[src/rtl/memory_stage.sv]
// Purpose : memory stage of the 5-stage core; issues data-memory accesses and fills the MEM/WB register.
// Latency : 1 cycle for non-memory instructions, N+1 cycles for a memory op whose mem_done arrives N cycles after the request.
// Backpressure: stall is raised combinationally from the request cycle until the mem_done cycle; upstream holds its inputs meanwhile.
//
// Ports:
//   clk, rst                        core clock, asynchronous active-high reset
//   in_valid, ALU_Out, RTData_ff,   execute-register outputs (ALU_Out doubles as the memory address)
//   MemWrt_2ff, MemRead_2ff,
//   nHaltSig_2ff, PC_2ff
//   stall                           upstream hold request (combinational)
//   mem_req/mem_wr/mem_addr/        single-cycle request strobe and its payload to data memory
//   mem_wdata
//   mem_rdata, mem_done             data-memory response (rdata valid with done)
//   wb_*                            MEM/WB pipeline register
//   halted                          sticky: a HALT has been retired into writeback
//
// Build option: define MEM_ALIGN_CHECK_EN to trap odd-address memory ops with wb_err instead of
// issuing them to memory. Without it every address passes through and wb_err is tied low.

module memory_stage (
    input  logic        clk,
    input  logic        rst,
    input  logic        in_valid,
    input  logic [15:0] ALU_Out,
    input  logic [15:0] RTData_ff,
    input  logic        MemWrt_2ff,
    input  logic        MemRead_2ff,
    input  logic        nHaltSig_2ff,
    input  logic [15:0] PC_2ff,
    output logic        stall,
    output logic        mem_req,
    output logic        mem_wr,
    output logic [15:0] mem_addr,
    output logic [15:0] mem_wdata,
    input  logic [15:0] mem_rdata,
    input  logic        mem_done,
    output logic        wb_valid,
    output logic        wb_nHalt,
    output logic        wb_err,
    output logic [15:0] wb_MemOut,
    output logic [15:0] wb_ALU_Out,
    output logic [15:0] wb_PC,
    output logic        halted
);

    typedef enum logic {
        S_IDLE = 1'b0,
        S_WAIT = 1'b1
    } state_t;

    state_t state;

    logic is_mem_op;
    logic misaligned;
    logic issue;

    // Once halted, everything upstream is a bubble, including memory ops.
    assign is_mem_op = in_valid & nHaltSig_2ff & (MemRead_2ff | MemWrt_2ff) & ~halted;

`ifdef MEM_ALIGN_CHECK_EN
    assign misaligned = ALU_Out[0];
`else
    assign misaligned = 1'b0;
`endif

    // Requests only leave from IDLE, so the strobe can never repeat on the next cycle
    // (the following cycle is always spent in WAIT). Gated by rst so the bus is quiet in reset.
    assign issue     = ~rst & (state == S_IDLE) & is_mem_op & ~misaligned;

    assign mem_req   = issue;
    assign mem_wr    = issue & MemWrt_2ff;           // write wins if both read and write are set
    assign mem_addr  = issue ? ALU_Out   : 16'h0000;
    assign mem_wdata = issue ? RTData_ff : 16'h0000;

    // stall drops in the mem_done cycle so upstream advances on the same edge that captures the result.
    assign stall     = ~rst & (issue | ((state == S_WAIT) & ~mem_done));

`ifndef MEM_ALIGN_CHECK_EN
    assign wb_err = 1'b0;
`endif

    always_ff @(posedge clk or posedge rst) begin
        if (rst) begin
            state      <= S_IDLE;
            halted     <= 1'b0;
            wb_valid   <= 1'b0;
            wb_nHalt   <= 1'b0;
            wb_MemOut  <= 16'h0000;
            wb_ALU_Out <= 16'h0000;
            wb_PC      <= 16'h0000;
`ifdef MEM_ALIGN_CHECK_EN
            wb_err     <= 1'b0;
`endif
        end else begin
            // Default every cycle to a bubble; the branches below override when something retires.
            wb_valid   <= 1'b0;
            wb_nHalt   <= 1'b0;
            wb_MemOut  <= 16'h0000;
            wb_ALU_Out <= 16'h0000;
            wb_PC      <= 16'h0000;
`ifdef MEM_ALIGN_CHECK_EN
            wb_err     <= 1'b0;
`endif
            case (state)
                S_IDLE: begin
                    if (is_mem_op && !misaligned) begin
                        state <= S_WAIT;
                    end else if (in_valid && !halted) begin
                        // Non-memory instruction, HALT, or a trapped misaligned memory op.
                        wb_valid   <= 1'b1;
                        wb_nHalt   <= nHaltSig_2ff;
                        wb_ALU_Out <= ALU_Out;
                        wb_PC      <= PC_2ff;
                        halted     <= ~nHaltSig_2ff;
`ifdef MEM_ALIGN_CHECK_EN
                        wb_err     <= is_mem_op & misaligned;
`endif
                    end
                end
                S_WAIT: begin
                    // Inputs are still the original instruction: upstream held them while stalled.
                    if (mem_done) begin
                        state      <= S_IDLE;
                        wb_valid   <= 1'b1;
                        wb_nHalt   <= nHaltSig_2ff;
                        wb_ALU_Out <= ALU_Out;
                        wb_PC      <= PC_2ff;
                        wb_MemOut  <= (MemRead_2ff && !MemWrt_2ff) ? mem_rdata : 16'h0000;
                    end
                end
            endcase
        end
    end

endmodule
[config.mk]
export PLATFORM = sky130hd
export DESIGN_NAME = memory_stage
export DESIGN_NICKNAME = d
export VERILOG_FILES = /design/src/rtl/memory_stage.sv
export SDC_FILE = /design/constraint.sdc
export NUM_CORES = 1
export LEC_CHECK = 0
export ABC_AREA = 1
export CELL_PAD_IN_SITES_DETAIL_PLACEMENT = 0
export CELL_PAD_IN_SITES_GLOBAL_PLACEMENT = 1
export CORE_MARGIN = 2
export CORE_UTILIZATION = 38
export DETAILED_ROUTE_END_ITERATION = 8
export DONT_BUFFER_PORTS = 1
export GPL_ROUTABILITY_DRIVEN = 0
export PLACE_DENSITY = 0.77
export SYNTH_ARGS = -nofsm -noshare
export SYNTH_HDL_FRONTEND = slang
export SYNTH_SLANG_ARGS = --single-unit
[constraint.sdc]
create_clock -name clk -period 1.6 [get_ports clk]
set_input_delay 0.32 -clock clk [delete_from_list [all_inputs] [get_ports clk]]
set_output_delay 0.32 -clock clk [all_outputs]
set_load 0.02 [all_outputs]
==> results of run 1 <==
-- power by group through the flow --
stage | Clock (mW) | Combinational, mW | Sequential, mW
2_1_floorplan | 0 | 0.261 | 1.59
3_3_place_gp | 0 | 0.349 | 1.60
3_5_place_dp | 0 | 0.357 | 1.60
4_1_cts | 1.09 | 0.382 | 1.57
5_1_grt | 1.15 | 0.439 | 1.58
6_report | 1.06 | 0.395 | 1.57
-- registers in the layout (all words and copies together), names as in the netlist --
register / flops
wb_ALU_Out: 16
halted: 1
state: 1
wb_MemOut: 16
wb_valid: 1
wb_PC: 16
wb_nHalt: 1
-- cells in the final DEF (no fill, tap or decap), types with 3 or more instances in the layout --
| master | instances |
|---|---|
| dfrtp_1 | 52 |
| clkbuf_8 | 5 |
| nor2_2 | 14 |
| buf_4 | 30 |
| buf_12 | 3 |
| nor2_4 | 7 |
| a21oi_1 | 30 |
| nand2_1 | 19 |
| inv_1 | 53 |
| nor2_1 | 32 |
| buf_6 | 12 |
| a21oi_2 | 4 |
-- cells in the mapped netlist, drive strengths merged --
library cell / n / area share
nand2: 20 / 0.036
clkbuf: 1 / 0.0017
o21ai: 1 / 0.0023
nor2: 53 / 0.11
nand3: 3 / 0.018
o21bai: 1 / 0.0052
conb: 1 / 0.0017
buf: 11 / 0.045
or2: 1 / 0.0029
inv: 55 / 0.095
a21oi: 34 / 0.083
dfrtp: 52 / 0.60
-- logic make-up after synthesis --
logic type | Yosys count | synth area share
AOI/OAI and AO/OA | 36 | 0.0910
buffers and inverters | 67 | 0.142
DFF | 52 | 0.599
other | 1 | 0.00173
and+or+nand+nor | 77 | 0.167
-- per-layer routing --
metal	share of wire	GRT usage	vias to the layer above
met1	0.37	0.182	758
met4	0.021	0.0621	0
met2	0.51	0.261	84
met5	0	0	-
li1	-	-	757
met3	0.096	0.0622	8
-- what timing repair did --
action / in CTS / in global routing
endpoints found under the hold margin: 17 / 0
resized for setup: 15 / 15
endpoints found under the setup margin: 35 / 35
setup buffers: 2 / 3
hold buffers: 2 / 0
cloned: 0 / 0
pin swaps: 3 / 2
-- final cells by class --
type	instances	area (µm²)	area share
Sequential cell	52	1300	0.464
Multi-Input combinational cell	114	616	0.219
Timing Repair Buffer	48	455	0.162
Inverter	55	206	0.0736
Tap cell	72	90.1	0.0321
Clock buffer	5	68.8	0.0245
Clock inverter	3	68.8	0.0245
-- worst max-delay path, delay by kind of cell (launching register included) --
kind,cells,cell delay [ps]
AND/OR/NAND/NOR,1,290
AO/OA/AOI/OAI,1,180
flip-flops,1,410
buffers and inverters,3,310
-- final timing paths --
path                            slack (ps)             to         start
worst max-delay path                  -200          stall         state
worst min-delay path                   100         halted  nHaltSig_2ff
worst max register to register         140      wb_PC[10]         state
worst min register to register         720         halted        halted
max in group asynchronous              560          state           rst
min in group asynchronous              570  wb_MemOut[13]           rst
-- metrics by stage --
stage / power, mW / setup slack [ps] / setup TNS (ps) / cell area [µm²]
after CTS: 3.04 / -141 / -3870 / 2740
after global placement: 1.94 / 163 / 0 / 2510
final: 3.03 / -204 / -3970 / 2810
after detailed placement: 1.96 / 139 / 0 / 2510
after floorplan: 1.85 / 22.1 / 0 / 2170
after global routing: 3.17 / -256 / -6870 / 2810
==> results_dict.tcl, run 1 <==
set metrics [dict create \
    outcome "finished, violations left" \
    violations "setup timing" \
    hp-class "input port to flop" \
    reg2reg_depth 5 \
    core_area_um2 5510 \
    die-area_um2 6340 \
    clk_pin_slew_ps 90 \
    antennaDiodeCount 0 \
    synth_seq_cells 52 \
    layout_min_cycle_time_ps 1800 \
    p_int_mw 2.19 \
    clock-root-buffer "clkbuf_8" \
    power_switching_mw 0.839 \
    power_density_nw_per_um2 1080 \
    syn_nets 304 \
    ys.warnings.count 0 \
    fin_util 0.510 \
    slew_headroom 0.492 \
    peakVddDrop_mv 0.588 \
    crit_path_start_kind "flop" \
    routed-via-count 1607 \
    crit_path_top_delay_cell "dfrtp_1" \
    antenna_found_initial 0 \
    min_path_cells 1 \
    worst_slew_pin_slew_ps 759 \
    grt_overflow 0 \
    setup_viol 35 \
    avgSynthCellArea_um2 9.33 \
    crit_arrival_ps 1480 \
    grt_first_pass_wirelength_um 7500 \
    finClkSkew_ps 8.53 \
    pwr-share-seq 0.519 \
    leakage_nw 1.54 \
    synth_area_um2 2170 \
    drt_iter0_markers 81 \
    boundaryPins 158 \
    insertion_delay_ps 300 \
    grt_start_max_net_pins 36 \
    seq_area_frac_synth 0.599 \
    h-tree-depth 2 \
    drv_slew 0 \
    die_y_um 79.6 \
    ant_nets 0 \
    drt-vias-per-instance 4.60 \
    cts_made_buffers 5 \
    crit_type "flop to output port" \
    layout.nets 347 \
    dp.final_hpwl_um 3750 \
    required_ps 1280 \
    grt_pass1_vias 1478 \
    rows 27 \
    synth_cells 233 \
    power.share.clock 0.350 \
    die_w_um 79.6 \
    cts.sinks 52 \
    rsz0062_at_grt "true" \
    fin_crit_sh 1.13 \
    whs_ps 99.2 \
    cts_tree "done" \
    clockBufferDepth 2 \
    yosysUniqueCellTypes 19 \
    end_kind "output port" \
    numPortBuffers 0 \
    path_max_fanout 3 \
    swShare 0.277 \
    drcViolationCount 0 \
    max_stage_delay_ps 410 \
    first_pass_iters 4 \
    fillers 521 \
    place_inst 334 \
    setup_ws_ps -204 \
    wl_um 5200 \
    max_freq_mhz 554 \
    path_cells "buf_4 -> inv_2 -> or2_2 -> a21oi_2 -> buf_6" \
    wl_per_cell_um 14.9 \
    grt_use_total 0.157 \
    post_layout_nonfiller_instances 349 \
    syn2layout_area_growth_pct 29.1 \
    hold_viol 0 \
    layout-drive-gt1-share 0.310 \
    initial_core_util 0.395 \
    pwr-share-comb 0.131 \
    cap_violations 0 \
]
Note: power is estimated with default switching activity, not from simulation.
==> run 2: changes to the inputs <==
Settings changed: TNS_END_PERCENT from default to 20.
==> run 2 against run 1 <==
Against the previous run:
- clock skew is essentially flat
- highest routed layer unchanged
- register-to-register slack improved by 40 ps
- setup slack improved by 70 ps
- critical path depth stayed put
- the flow still finishes with violations (setup timing)
- via count is 0.12% higher
- final area decreased by 1.6%
- sequential share of layout area up 0.76 points
==> results_dict.tcl, run 2 (same netlist as run 1, synthesis figures left out) <==
set metrics [dict create \
    outcome "finished, violations left" \
    violations "setup timing" \
    crit_type "flop to output port" \
    hold_viol 0 \
    wl_um 5130 \
    drt_iter0_markers 64 \
    crit_path_start_kind "flop" \
    insertion_delay_ps 310 \
    path_max_fanout 28 \
    post_layout_nonfiller_instances 347 \
    layout.nets 345 \
    total_power_mw 3.01 \
    most-common-layout-cells "inv_1 (54), dfrtp_1 (52), nor2_1 (35), buf_4 (31), a21oi_1 (30)" \
    top_regs "wb_ALU_Out (16), wb_MemOut (16), wb_PC (16)" \
    max_freq_mhz 577 \
    wl_per_cell_um 14.8 \
    slew_headroom 0.489 \
    clk_pin_slew_ps 90 \
    fin_crit_sh 1.08 \
    cts_made_buffers 5 \
    layout_min_cycle_time_ps 1730 \
    cap_violations 0 \
    grt_start_max_net_pins 36 \
    grt_pass1_vias 1483 \
    hp-class "input port to flop" \
    layout-drive-gt1-share 0.291 \
    layout_commonest_cell "inv_1" \
    setup_ws_ps -133 \
    boundaryPins 158 \
    dp.final_hpwl_um 3750 \
    cts_tree "done" \
    place_inst 334 \
    clockBufferDepth 2 \
    die_y_um 79.6 \
    numPortBuffers 0 \
    clock-root-buffer "clkbuf_8" \
    grt_overflow 0 \
    first_pass_iters 4 \
    rows 27 \
    fin_setup_tns_ps -3520 \
    peakVddDrop_mv 0.589 \
    cts.sinks 52 \
    core_area_um2 5510 \
    grt_first_pass_wirelength_um 7500 \
    syn2layout_area_growth_pct 27.1 \
    routed-via-count 1609 \
    crit_arrival_ps 1410 \
    antennaDiodeCount 0 \
    drt-vias-per-instance 4.64 \
    grt_use_total 0.157 \
    initial_core_util 0.395 \
    drcViolationCount 0 \
    leakage_nw 1.53 \
    rsz0062_at_grt "true" \
    worst_slew_pin_slew_ps 765 \
    drv_slew 0 \
    power_density_nw_per_um2 1090 \
    h-tree-depth 2 \
    required_ps 1280 \
    maxUsedRoutingLayer "met4" \
    end_kind "output port" \
    die-area_um2 6340 \
    setup_viol 35 \
    finClkSkew_ps 8.70 \
    met3_length_um 520 \
    wl_met1_um 1880 \
    ant_nets 0 \
    antenna_found_initial 0 \
    wl_met2_um 2610 \
    die_w_um 79.6 \
]
## run 2: cell count changes in the layout (fill, tap and decap cells not counted), sizes merged
cell,change
buf,-2
## run 2: what timing repair did
item / in CTS / in global routing
setup endpoints to repair: 35 / 35
resized for setup: 5 / 15
hold buffers: 2 / 0
pin swaps: 3 / 0
setup buffers: 2 / 1
gates cloned: 0 / 0
hold endpoints to repair: 17 / 0
## run 2: cell type report
class | instances | area, µm²
inverters | 55 | 206
repair buffers | 46 | 425
multi-input cells | 114 | 601
well taps | 72 | 90.1
flip-flops and latches | 52 | 1300
clock inverters | 3 | 68.8
clock buffers | 5 | 68.8
fillers | 519 | 2750
## run 2: worst paths after layout
kind                               from            to  slack (ps)  cells past startpoint
min in group asynchronous           rst  wb_MemOut[6]         570                      2
hold reg to reg                   state         state         680                      3
max in group asynchronous           rst         state         550                      2
setup reg to reg                 halted     wb_PC[10]         180                      4
hold / removal             nHaltSig_2ff        halted         100                      1
setup / recovery                  state  mem_wdata[7]        -130                      5
## run 2: per-stage QoR
step | setup WS [ps] | utilization | hold WS [ps] | cell area, µm²
global route | -213 | 0.501 | 85.9 | 2760
CTS | -141 | 0.490 | 89.0 | 2700
detailed placement | 139 | 0.455 | 240 | 2510
global placement | 163 | 0.455 | 242 | 2510
finish | -133 | 0.501 | 95.7 | 2760
floorplan | 22.1 | - | 413 | 2170
## run 2: metal layers
| layer | GRT usage | up-vias |
|---|---|---|
| met5 | 0 | - |
| met1 | 0.182 | 760 |
| li1 | - | 757 |
| met2 | 0.261 | 84 |
| met3 | 0.0622 | 8 |
| met4 | 0.0621 | 0 |
## run 2: worst max-delay path, cell delays in order (launching register included)
cell,delay [ps]
dfrtp_1,420
nor2_2,140
nand3_4,110
buf_12,180
nor2_1,100
buf_4,150
## run 2: report_power, final
part / internal [mW] / total (mW) / leakage (nW) / switching [mW]
Sequential: 1.41 / 1.57 / 0.713 / 0.162
Clock: 0.629 / 1.06 / 0.0687 / 0.435
Combinational: 0.139 / 0.379 / 0.748 / 0.240
